`src/rtl/alu_op_sequencer.sv`:
```
// Front-end controller for the lab ALU: collects A, B and opcode from a shared strobed bus.
// It holds the operands stable while the ALU settles, then keeps the captured result until it is acknowledged.
module alu_op_sequencer #(
  parameter int N      = 6,
  parameter int SETTLE = 1
) (
  input  logic         clk,
  input  logic         rst,
  input  logic [N-1:0] in_data,
  input  logic         in_valid,
  input  logic         cancel,
  input  logic         result_ack,
  output logic [N-1:0] alu_a,
  output logic [N-1:0] alu_b,
  output logic [3:0]   alu_sel,
  input  logic [N-1:0] alu_out,
  input  logic         alu_z,
  input  logic         alu_o,
  input  logic         alu_ca,
  input  logic         alu_neg,
  output logic [N-1:0] result,
  output logic [3:0]   flags,
  output logic         err,
  output logic         result_valid,
  output logic         busy,
  output logic [2:0]   state_dbg,
  output logic [7:0]   op_count
);

  // Handshake: in_valid is a one-cycle strobe that is accepted only in the LOAD_* states,
  // or in DONE together with result_ack. result_valid stays high for as long as the FSM is in DONE.
  // It drops on the cycle after result_ack or cancel is seen.

  typedef enum logic [2:0] {
    LOAD_A  = 3'd0,
    LOAD_B  = 3'd1,
    LOAD_OP = 3'd2,
    EXEC    = 3'd3,
    DONE    = 3'd4
  } state_t;

  localparam int CW = (SETTLE > 1) ? $clog2(SETTLE) : 1;
  localparam logic [CW-1:0] CNT_LAST = CW'(SETTLE - 1);

  state_t        state, state_next;
  logic [CW-1:0] settle_cnt;
  logic          load_a, load_b, load_op;
  logic          fast_err, capture, cnt_clr, cnt_inc;
  logic [3:0]    op_code;
  logic          op_bad;

  assign op_code = in_data[3:0];
  // Division and modulo by zero are caught here, before the ALU is ever exercised.
  assign op_bad  = (op_code > 4'd9) ||
                   (((op_code == 4'd3) || (op_code == 4'd4)) && (alu_b == '0));

  always_comb begin
    state_next = state;
    load_a     = 1'b0;
    load_b     = 1'b0;
    load_op    = 1'b0;
    fast_err   = 1'b0;
    capture    = 1'b0;
    cnt_clr    = 1'b0;
    cnt_inc    = 1'b0;
    if (cancel) begin
      state_next = LOAD_A;
    end else begin
      case (state)
        LOAD_A: if (in_valid) begin
          load_a     = 1'b1;
          state_next = LOAD_B;
        end
        LOAD_B: if (in_valid) begin
          load_b     = 1'b1;
          state_next = LOAD_OP;
        end
        LOAD_OP: if (in_valid) begin
          load_op = 1'b1;
          if (op_bad) begin
            fast_err   = 1'b1;
            state_next = DONE;
          end else begin
            cnt_clr    = 1'b1;
            state_next = EXEC;
          end
        end
        EXEC: if (settle_cnt == CNT_LAST) begin
          capture    = 1'b1;
          state_next = DONE;
        end else begin
          cnt_inc = 1'b1;
        end
        DONE: if (result_ack) begin
          state_next = LOAD_A;
          if (in_valid) begin
            load_a     = 1'b1;
            state_next = LOAD_B;
          end
        end
        default: state_next = LOAD_A;
      endcase
    end
  end

  always_ff @(posedge clk) begin
    if (rst) begin
      state      <= LOAD_A;
      settle_cnt <= '0;
      alu_a      <= '0;
      alu_b      <= '0;
      alu_sel    <= '0;
      result     <= '0;
      flags      <= '0;
      err        <= 1'b0;
      op_count   <= '0;
    end else begin
      state <= state_next;
      if (load_a)  alu_a   <= in_data;
      if (load_b)  alu_b   <= in_data;
      if (load_op) begin
        alu_sel <= op_code;
        err     <= fast_err;
      end
      if (fast_err) begin
        result <= '0;
        flags  <= '0;
      end
      if (capture) begin
        result <= alu_out;
        flags  <= {alu_neg, alu_ca, alu_o, alu_z};
      end
      if (cnt_clr)      settle_cnt <= '0;
      else if (cnt_inc) settle_cnt <= settle_cnt + 1'b1;
      if ((state_next == DONE) && (state != DONE)) op_count <= op_count + 8'd1;
    end
  end

  assign result_valid = (state == DONE);
  assign busy         = (state == EXEC);
  assign state_dbg    = state;

endmodule

```
`config.mk`:
```
export PLATFORM = sky130hd
export DESIGN_NAME = alu_op_sequencer
export DESIGN_NICKNAME = d
export VERILOG_FILES = /design/src/rtl/alu_op_sequencer.sv
export SDC_FILE = /design/constraint.sdc
export NUM_CORES = 1
export LEC_CHECK = 0
export ABC_CLOCK_PERIOD_IN_PS = 2300
export BUFFER_PORTS_ARGS = -buffer_cell sky130_fd_sc_hd__buf_2
export CAP_MARGIN = 15
export CORE_ASPECT_RATIO = 0.8
export CORE_MARGIN = 2
export CORE_UTILIZATION = 48
export DETAILED_ROUTE_END_ITERATION = 10
export GPL_ROUTABILITY_DRIVEN = 1
export HOLD_SLACK_MARGIN = 0.02
export PLACE_DENSITY_LB_ADDON = 0.12
export SLEW_MARGIN = 20
export SYNTH_ARGS = -nofsm -noshare
export SYNTH_HDL_FRONTEND = slang
export SYNTH_SLANG_ARGS = --single-unit
```
`constraint.sdc`:
```
create_clock -name clk -period 2.3 [get_ports clk]
set_input_delay 0.23 -clock clk [delete_from_list [all_inputs] [get_ports clk]]
set_output_delay 0.23 -clock clk [all_outputs]
set_load 0.05 [all_outputs]
```
==> metrics.md <==
| Metric | Value |
|---|---|
| Headroom to the max-slew limit | 0.6722 |
| Worst Setup Path Type | register to register |
| CP Max Fanout | 13 |
| Synthesized area | 1653 um2 |
| Area delta synth->final | 26.12% |
| Hold Slack | 175.1 ps |
| Via count | 1536 |
| DIE AREA | 3932 um2 |
| Number of remaining DRC errors | 0 |
| Synth area leader | dfxtp_1 |
| Non-filler cells in the finished layout | 296 |
| DR pass1 iterations | 4 |
| TNS Setup | 0 ps |
| Hold buffers post-CTS | 0 |
| Crit path DAT | 2240 ps |
| Leak pwr | 0.9260 nW |
| WL/cell | 12.39 um |
| Max-slew violation count | 0 |
| Dpl hpwl | 2646 um |
| Buffers on Ports | 60 |
| Maximum vdd drop | 0.0004300 V |
| Worst-path clk slew | 70 ps |
| Post-Place Setup Slack | 294.9 ps |
| Most frequent cell after synthesis | dfxtp_1 |
| CP Capture Type | register |
| Post-synth EDFFs | 0 |
| CP Cell Sequence | or4_4 -> o31ai_4 -> a41oi_2 -> buf_4 -> or3_1 -> a21oi_1 |
| Fin crit period | 2025 ps |
| Warnings, synthesis | 0 |
| TritonCTS buffer count | 5 |
| Sink Count | 39 |
| Placed cell area | 2003 um2 |
| Yosys reg bits | 39 |
| CTS tree | built |
| Die height | 56.49 um |
| Via/cell ratio | 5.189 |
| Post-Layout Inst Area | 2085 um2 |
| Worst hold path class | primary input to register |
| RSZ-0062 raised after global routing | false |
| Post-route ant nets | 0 |
| Overall Global Routing Usage | 0.1944 |
| Mean Syn Cell Area | 8.609 um2 |
| Detailed Route WL | 3666 um |
| Post-Route Skew | 4.546 ps |
| Maximum clock path buffer count | 2 |
| Reg-to-Reg Start | alu_b[5]$_SDFFE_PP0P_ |
| CP required | 2520 ps |
| Vias in the first global route | 1375 |
| Die X | 69.61 um |
| PD cells | 594.9 nW/um2 |
| Setup WS post-layout | 275.4 ps |
| Post-synth top area share | 0.4724 |
| Worst reg2reg endpoint | op_count[5]$_SDFFE_PP0P_ |
| Global-route wire length before repair | 6175 um |
| Sequential area share after synthesis | 0.4724 |
| R2r setup slk | 280 ps |
| Layout cells sized above 1 | 0.3110 |
| Crit path from | alu_b[5]$_SDFFE_PP0P_ |
| Post-synth top cells | dfxtp_1 (39), a21oi_1 (24), nand2_1 (20), nor2_1 (20), nand3_1 (18) |
| Latest clock arrival within the worst-skew pair | 290 ps |
| Floorplan Core Area | 3352 um2 |
| DP Cell Count | 288 |
| Top FF cell, synth | dfxtp_1 |
| Setup-failing EPs final | 0 |
| Largest net degree at the start of global routing | 24 |
| First-iteration detailed-routing DRC count | 81 |
| Postcts setup bufs | 0 |
| Total gr overflow | 0 |
| Max_cap viols | 0 |
| Synth area leaders | dfxtp_1 (47%), a21oi_1 (7.3%), mux2i_1 (7.3%) |
| I/O pins | 61 |
| CTS Root Cell | clkbuf_8 |
| Ys async rst share | 0 |
| CP max-delay cell | or4_4 |
| Initial antenna violation count | 0 |
| FP Rows | 19 |
| Max Freq | 493.9 MHz |
| Hold_sp | alu_out[0] |
| Synthesized instance count | 192 |
| CP max stage delay | 550 ps |
| Diode count | 0 |
| Final Hold Viols | 0 |
| Worst-Margin Slew | 490.2 ps |
| Resized Gates After CTS | 0 |
| Crit path capture | op_count[5]$_SDFFE_PP0P_ |
| Mapped Nets | 214 |
| R2R cell count | 6 |
| Startpoint class of the critical path | register |
| Run status | complete, no violations |
| H-tree depth reported by CTS | 2 |
| Nets | 275 |
| Initial Util | 0.4931 |
| Post-synth cell types | 34 |
| Final Cycle Share | 0.8803 |
| RD Place Congestion | 0.7878 |
-- sequential cells by signal, summed over array words and instances, names as in the netlist, 3 cells and up --
name and flops:
state_dbg 3, flags 4, result 6, alu_a 6, op_count 8, alu_b 6, alu_sel 4
-- routing by layer --
| metal | share of wire | vias to the layer above | wire length, um | GRT usage |
|---|---|---|---|---|
| met4 | 0.0076 | 0 | 28 | 0.05042 |
| li1 | - | 794 | - | - |
| met3 | 0.068 | 5 | 248 | 0.07002 |
| met1 | 0.49 | 695 | 1794 | 0.2632 |
| met5 | 0 | - | 0 | 0 |
| met2 | 0.44 | 42 | 1595 | 0.2953 |
-- cells by family (layout without fill, tap and decap cells) --
logic type,Yosys count,in the layout,share of synthesized area
AO/OA/AOI/OAI,39,39,0.1491
flip-flops,39,39,0.4724
AND/OR/NAND/NOR,83,83,0.2528
XOR/XNOR,1,1,0.005300
buffers and inverters,17,79,0.04012
multiplexers,12,12,0.07268
adder cells (fa/ha/maj),1,1,0.007569
-- through the flow --
step | power (mW) | utilization
after detailed placement | 0.8183 | 0.5976
final | 1.240 | 0.6219
after floorplan | 0.7779 | -
after global placement | 0.8177 | 0.5976
after CTS | 1.256 | 0.6219
after global routing | 1.295 | 0.6219
-- where the power goes --
group          switching, mW  leakage, nW  total [mW]  internal (mW)
Combinational         0.0739        0.569       0.113         0.0386
Sequential           0.00612        0.315       0.689          0.683
Clock                  0.226       0.0422       0.438          0.213
Total                  0.306        0.926        1.24          0.934
-- worst max-delay path: cells and delay by family (launching register included) --
family	cells	cell delay, ps
AOI/OAI and AO/OA	3	530
buffers and inverters	1	200
and+or+nand+nor	2	900
DFF	1	320
-- layout by cell type (no fill, tap or decap), types with 2 or more instances in the layout --
master	synthesis	layout
nand2b_1	2	2
nand3_1	18	18
nor2b_1	2	2
dfxtp_1	39	39
buf_4	0	6
nand2_1	20	20
clkbuf_1	8	2
clkbuf_8	0	5
o21ai_0	5	5
a21oi_1	24	24
or3_1	6	6
o21a_1	3	3
or2_2	2	2
nor3_1	3	3
inv_1	5	5
buf_2	2	60
nand3b_1	2	2
nor2_1	20	20
mux2i_1	12	12
nand4_1	2	2
-- how the worst min path moves through the flow --
stage,end,slack [ps],depth (start not counted)
6_report,result[0]$_SDFFE_PP0P_,180,3
5_1_grt,result[0]$_SDFFE_PP0P_,190,3
4_1_cts,result[0]$_SDFFE_PP0P_,170,3
3_5_place_dp,alu_sel[3]$_SDFFE_PP0P_,450,2
3_3_place_gp,err$_SDFFE_PP0P_,440,2
2_1_floorplan,settle_cnt$_SDFFE_PP0P_,360,2
-- area by class of cell --
class                           count  area [um2]
Tap cell                           42       52.55
Fill cell                         319        1267
Inverter                            5       18.77
Clock inverter                      1       5.005
Multi-Input combinational cell    136       805.8
Timing Repair Buffer               66       345.3
Clock buffer                        7       76.32
Sequential cell                    39       780.7
(Power assumes the default switching activity.)
